==> src/rtl/store_buffer.sv <==
// Post-commit store buffer: queues CPU stores and drains them to the shared RAM port
// whenever no load is using it, flagging loads that overlap still-buffered stores.
module store_buffer #(
    parameter int ADDRESS_WIDTH = 32,
    parameter int DATA_WIDTH    = 32,
    parameter int DEPTH         = 4
) (
    input  logic                     clk,
    input  logic                     rst,
    input  logic                     st_valid,
    input  logic [ADDRESS_WIDTH-1:0] st_addr,
    input  logic [DATA_WIDTH-1:0]    st_data,
    input  logic [1:0]               st_type,
    output logic                     st_ready,
    input  logic                     ld_valid,
    input  logic [ADDRESS_WIDTH-1:0] ld_addr,
    input  logic [1:0]               ld_type,
    output logic                     ld_conflict,
    output logic                     mem_WE,
    output logic [ADDRESS_WIDTH-1:0] mem_A,
    output logic [DATA_WIDTH-1:0]    mem_WD,
    output logic [1:0]               mem_dataType,
    output logic                     empty,
    output logic                     err
);

    localparam int PTR_W = $clog2(DEPTH);

    typedef logic [PTR_W-1:0]       ptr_t;
    typedef logic [PTR_W:0]         cnt_t;
    typedef logic [ADDRESS_WIDTH:0] ext_t;

    logic [ADDRESS_WIDTH-1:0] addr_q [DEPTH];
    logic [DATA_WIDTH-1:0]    data_q [DEPTH];
    logic [1:0]               type_q [DEPTH];

    ptr_t head_q, tail_q;
    cnt_t count_q;
    logic err_q;

    logic push, bad_store, drain;
    logic [DEPTH-1:0] hit;
    ext_t ld_lo, ld_hi;

    function automatic logic [2:0] acc_size(input logic [1:0] t);
        case (t)
            2'b01:   acc_size = 3'd1;
            2'b10:   acc_size = 3'd2;
            default: acc_size = 3'd4;
        endcase
    endfunction

    assign st_ready  = (count_q != cnt_t'(DEPTH));
    assign empty     = (count_q == '0);
    assign err       = err_q;
    assign push      = st_valid && st_ready && (st_type != 2'b11);
    assign bad_store = st_valid && st_ready && (st_type == 2'b11);
    assign drain     = (count_q != '0) && !ld_valid;

    always_comb begin
        mem_WE       = 1'b0;
        mem_A        = '0;
        mem_WD       = '0;
        mem_dataType = 2'b00;
        if (drain) begin
            mem_WE       = 1'b1;
            mem_A        = addr_q[head_q];
            mem_WD       = data_q[head_q];
            mem_dataType = type_q[head_q];
        end
    end

    // Bounds carry one extra bit so a range ending past the top of memory never wraps to 0.
    assign ld_lo = {1'b0, ld_addr};
    assign ld_hi = ld_lo + ext_t'(acc_size(ld_type)) - ext_t'(1);

    for (genvar g = 0; g < DEPTH; g++) begin : g_entry
        ptr_t offs;
        ext_t s_lo, s_hi;
        assign offs   = ptr_t'(g) - head_q;
        assign s_lo   = {1'b0, addr_q[g]};
        assign s_hi   = s_lo + ext_t'(acc_size(type_q[g])) - ext_t'(1);
        assign hit[g] = (cnt_t'(offs) < count_q) && (s_lo <= ld_hi) && (ld_lo <= s_hi);
    end

    assign ld_conflict = ld_valid && (|hit);

    always_ff @(posedge clk) begin
        if (push) begin
            addr_q[tail_q] <= st_addr;
            data_q[tail_q] <= st_data;
            type_q[tail_q] <= st_type;
        end
    end

    always_ff @(posedge clk or posedge rst) begin
        if (rst) begin
            head_q  <= '0;
            tail_q  <= '0;
            count_q <= '0;
            err_q   <= 1'b0;
        end else begin
            err_q <= bad_store;
            if (push)  tail_q <= tail_q + ptr_t'(1);
            if (drain) head_q <= head_q + ptr_t'(1);
            unique case ({push, drain})
                2'b10:   count_q <= count_q + cnt_t'(1);
                2'b01:   count_q <= count_q - cnt_t'(1);
                default: count_q <= count_q;
            endcase
        end
    end

endmodule

==> config.mk <==
export PLATFORM = sky130hd
export DESIGN_NAME = store_buffer
export DESIGN_NICKNAME = d
export VERILOG_FILES = /design/src/rtl/store_buffer.sv
export SDC_FILE = /design/constraint.sdc
export NUM_CORES = 1
export LEC_CHECK = 0
export CORE_UTILIZATION = 50
export DETAILED_ROUTE_END_ITERATION = 10
export GPL_TIMING_DRIVEN = 1
export PLACE_DENSITY = 0.7
export SYNTH_ARGS = -nofsm -noshare
export SYNTH_HDL_FRONTEND = slang
export SYNTH_SLANG_ARGS = --single-unit
==> constraint.sdc <==
create_clock -name clk -period 14.88 [get_ports clk]
set_input_delay 4.464 -clock clk [delete_from_list [all_inputs] [get_ports clk]]
set_output_delay 4.464 -clock clk [all_outputs]
set_load 0.02 [all_outputs]
==> flow_metrics.env <==
export IMPL_period_minus_slack_ns=14.41
export IMPL_drive_gt1_share_pct=10.3
export IMPL_ant_nets=0
export IMPL_worstSetupEndpointType="output port"
export IMPL_num_vias=19900
export IMPL_power_internal_uw=2420
export IMPL_fin_ws_ns=0.470
export IMPL_swShare_pct=42.2
export IMPL_clkPwrFrac_pct=16.2
export IMPL_relSlewSlack_pct=4.88
export IMPL_synth_area_leaders="edfxtp_1 (32%), ha_1 (22%), mux4_2 (6.1%)"
export IMPL_die_area_um2=49800
export IMPL_finalHoldViolCount=0
export IMPL_hold_buffers=0
export IMPL_multi_input_area_um2=15300
export IMPL_postSynthCellCount=2369
export IMPL_root_buffer="clkbuf_16"
export IMPL_setup_violations_final=0
export IMPL_maxCapViolations=0
export IMPL_drcViolationCount=0
export IMPL_ys_types=83
export IMPL_worstSetupPathType="input port to output port"
export IMPL_yosysTopAreaCellShare_pct=32.4
export IMPL_synth_area_per_cell_um2=10.3
export IMPL_register_area_um2=8140
export IMPL_pre_cts_slack_ns=-0.431
export IMPL_grt_max_degree=43
export IMPL_worst_path_largest_cell_delay_ns=0.50
export IMPL_grt_pass1_wl_um=121000
export IMPL_final_max_slew_viol_count=0
export IMPL_p_switching_uw=1770
export IMPL_first_pass_iters=5
export IMPL_cts_sinks=272
export IMPL_postSynth_asyncResetShare_pct=2.94
export IMPL_rsz0062_at_grt="false"
export IMPL_critical_path_max_fanout=4
export IMPL_powerDensity_nw_per_um2=146
export IMPL_synth_area_um2=24400
export IMPL_use_met2_pct=52.1
export IMPL_post_dp_cell_area_um2=27700
export IMPL_start_util_pct=51.0
export IMPL_worst_slew_pin_transition_ns=1.39
export IMPL_cts_path_max_buffers=3
export IMPL_grt_use_met3_pct=4.56
export IMPL_finish_instance_area_um2=28700
export IMPL_final_util_pct=59.9
export IMPL_globalRouteMet1Util_pct=45.4
export IMPL_die_w_um=223
export IMPL_gp_congestion=1.01
export IMPL_clk_pin_slew_ns=0.07
export IMPL_finalWirelength_um=80500
export IMPL_chipHeight_um=223
export IMPL_antenna_found_initial=2
export IMPL_power_frac_seq_pct=26.9
export IMPL_finalPower_uw=4190
export IMPL_synth_seq_cells=272
export IMPL_cts_htree_levels=1
export IMPL_synth_enable_flop_cells=264
export IMPL_outcome="completed"
export IMPL_antennaDiodeCount=0
export IMPL_yosysSeqAreaShare_pct=33.2
export IMPL_top_usage_layer="met2"
export IMPL_fmaxAchievable_ghz=0.0694
export IMPL_core_um2=47900
export IMPL_areaGrowthSynthToFinish_pct=17.5
export IMPL_yosys_area_top_type="edfxtp_1"
export IMPL_synth_ff_type="edfxtp_1"
export IMPL_wl_per_cell_um=24.5
export IMPL_p_comb_share_pct=56.9
export IMPL_syn_num_nets=2916
export IMPL_io_buffer_count=174
export IMPL_min_period_over_period_pct=96.8
export IMPL_vias_per_cell=6.06
export IMPL_min_path_type="flip-flop to flip-flop"
export IMPL_final_common_cell="ha_1"
export IMPL_grt_pass1_vias=19900
export IMPL_cts_tree="built"
export IMPL_io_pins=175
export IMPL_cts_buffers=28
export IMPL_overflow=0
export IMPL_required_ns=10.42
export IMPL_worst_ep_arrival_time_ns=9.95
export IMPL_hpwl_um=65000
export IMPL_cp_start_kind="input port"
export IMPL_crit_slowest_cell="clkdlybuf4s50_1"
export IMPL_p_leak_uw=0.0127
export IMPL_whs_ns=0.604
export IMPL_ys_warn_count=0
export IMPL_ir_worst_vdd_uv=131
export IMPL_std_cell_rows=80
export IMPL_fillCellCount=4020
export IMPL_final_cell_mix="ha_1 (436), inv_1 (274), edfxtp_1 (264)"
export IMPL_skew_ns=0.0166
export IMPL_layout_nets=3204
export IMPL_dr_first_iter_drc_count=1522
export IMPL_track_usage_pct=32.2
export IMPL_clkLatencyLatePin_ns=0.60
==> worst paths after layout <==
kind	depth (start not counted)	slack (ns)	start	end
setup / recovery	29	0.47	ld_addr[1]	ld_conflict
hold / removal	1	0.60	count_q[0]$_DFFE_PP0P_	count_q[0]$_DFFE_PP0P_
setup reg to reg	6	11.85	count_q[0]$_DFFE_PP0P_	addr_q[3][21]$_DFFE_PP_
hold reg to reg	1	0.60	count_q[0]$_DFFE_PP0P_	count_q[0]$_DFFE_PP0P_
max in group asynchronous	2	10.43	rst	head_q[1]$_DFFE_PP0P_
min in group asynchronous	2	4.17	rst	tail_q[1]$_DFFE_PP0P_
==> metal layers <==
layer	wire length, um	part of all wire, %
met1	36100	45
met2	36700	46
met3	5640	7.0
met4	2000	2.5
met5	17	0.021
==> cell usage after synthesis (all sizes together) (5+ instances only) <==
cell type and instances:
a2111oi 5, a211o 7, a211oi 21, a21o 105, a21oi 195, a221oi 7, a31oi 19, and2 78
and3 19, and4 12, buf 9, clkbuf 19, dfrtp 8, edfxtp 264, fa 6, ha 437
inv 275, mux4 66, nand2 79, nand2b 33, nand3 42, nand4 54, nor2 96, nor2b 35
nor3 34, nor4 17, o211ai 17, o21a 25, o21ai 110, o21bai 29, o22ai 7, o31ai 5
or2 7, or3 6, xnor2 75, xor2 79
==> registers in the layout (all words and copies together) (netlist names) <==
register  flops
data_q      128
head_q        2
addr_q      128
count_q       3
err           1
tail_q        2
type_q        8
==> final cells by class <==
type                    count  area share, %
clock buffers              33           2.58
clock inverters            17          0.414
inverters                 275           3.59
multi-input cells        1794           53.3
flip-flops and latches    272           28.3
well taps                 615           2.68
repair buffers            286           9.06
==> timing repair <==
action | in CTS | in global routing
setup buffers | 1 | 3
gates resized for setup | 12 | 22
pin swaps | 3 | 21
setup endpoints to repair | 1 | 1
==> stage by stage <==
step	setup TNS (ns)	instances
2_1_floorplan	0	2369
3_3_place_gp	-0.476	3238
3_5_place_dp	-0.431	3238
4_1_cts	0	3289
5_1_grt	0	3292
6_report	0	3292
==> cells by family after synthesis <==
kind of cell | Yosys count | synth area share [%]
multiplexers | 69 | 6.25
buffers and inverters | 303 | 4.67
AND/OR/NAND/NOR | 523 | 11.4
adder cells (fa/ha/maj) | 446 | 23.0
flip-flops | 272 | 33.2
XOR/XNOR | 154 | 5.55
AO/OA/AOI/OAI | 602 | 15.8
==> critical path: cells and delay by family <==
kind	cells	cell delay [ns]
adder cells (fa/ha/maj)	4	1.15
AND/OR/NAND/NOR	6	0.72
buffers and inverters	7	1.22
AO/OA/AOI/OAI	12	2.37
==> power by group through the flow <==
| stage | registers, uW | clock network [uW] | logic (uW) |
|---|---|---|---|
| 6_report | 1130 | 681 | 2380 |
| 5_1_grt | 1140 | 716 | 2600 |
| 4_1_cts | 1130 | 694 | 2370 |
| 3_5_place_dp | 1140 | 0 | 2340 |
| 3_3_place_gp | 1140 | 0 | 2300 |
| 2_1_floorplan | 1040 | 0 | 1600 |
No activity file was read; power rests on OpenSTA's default activity.
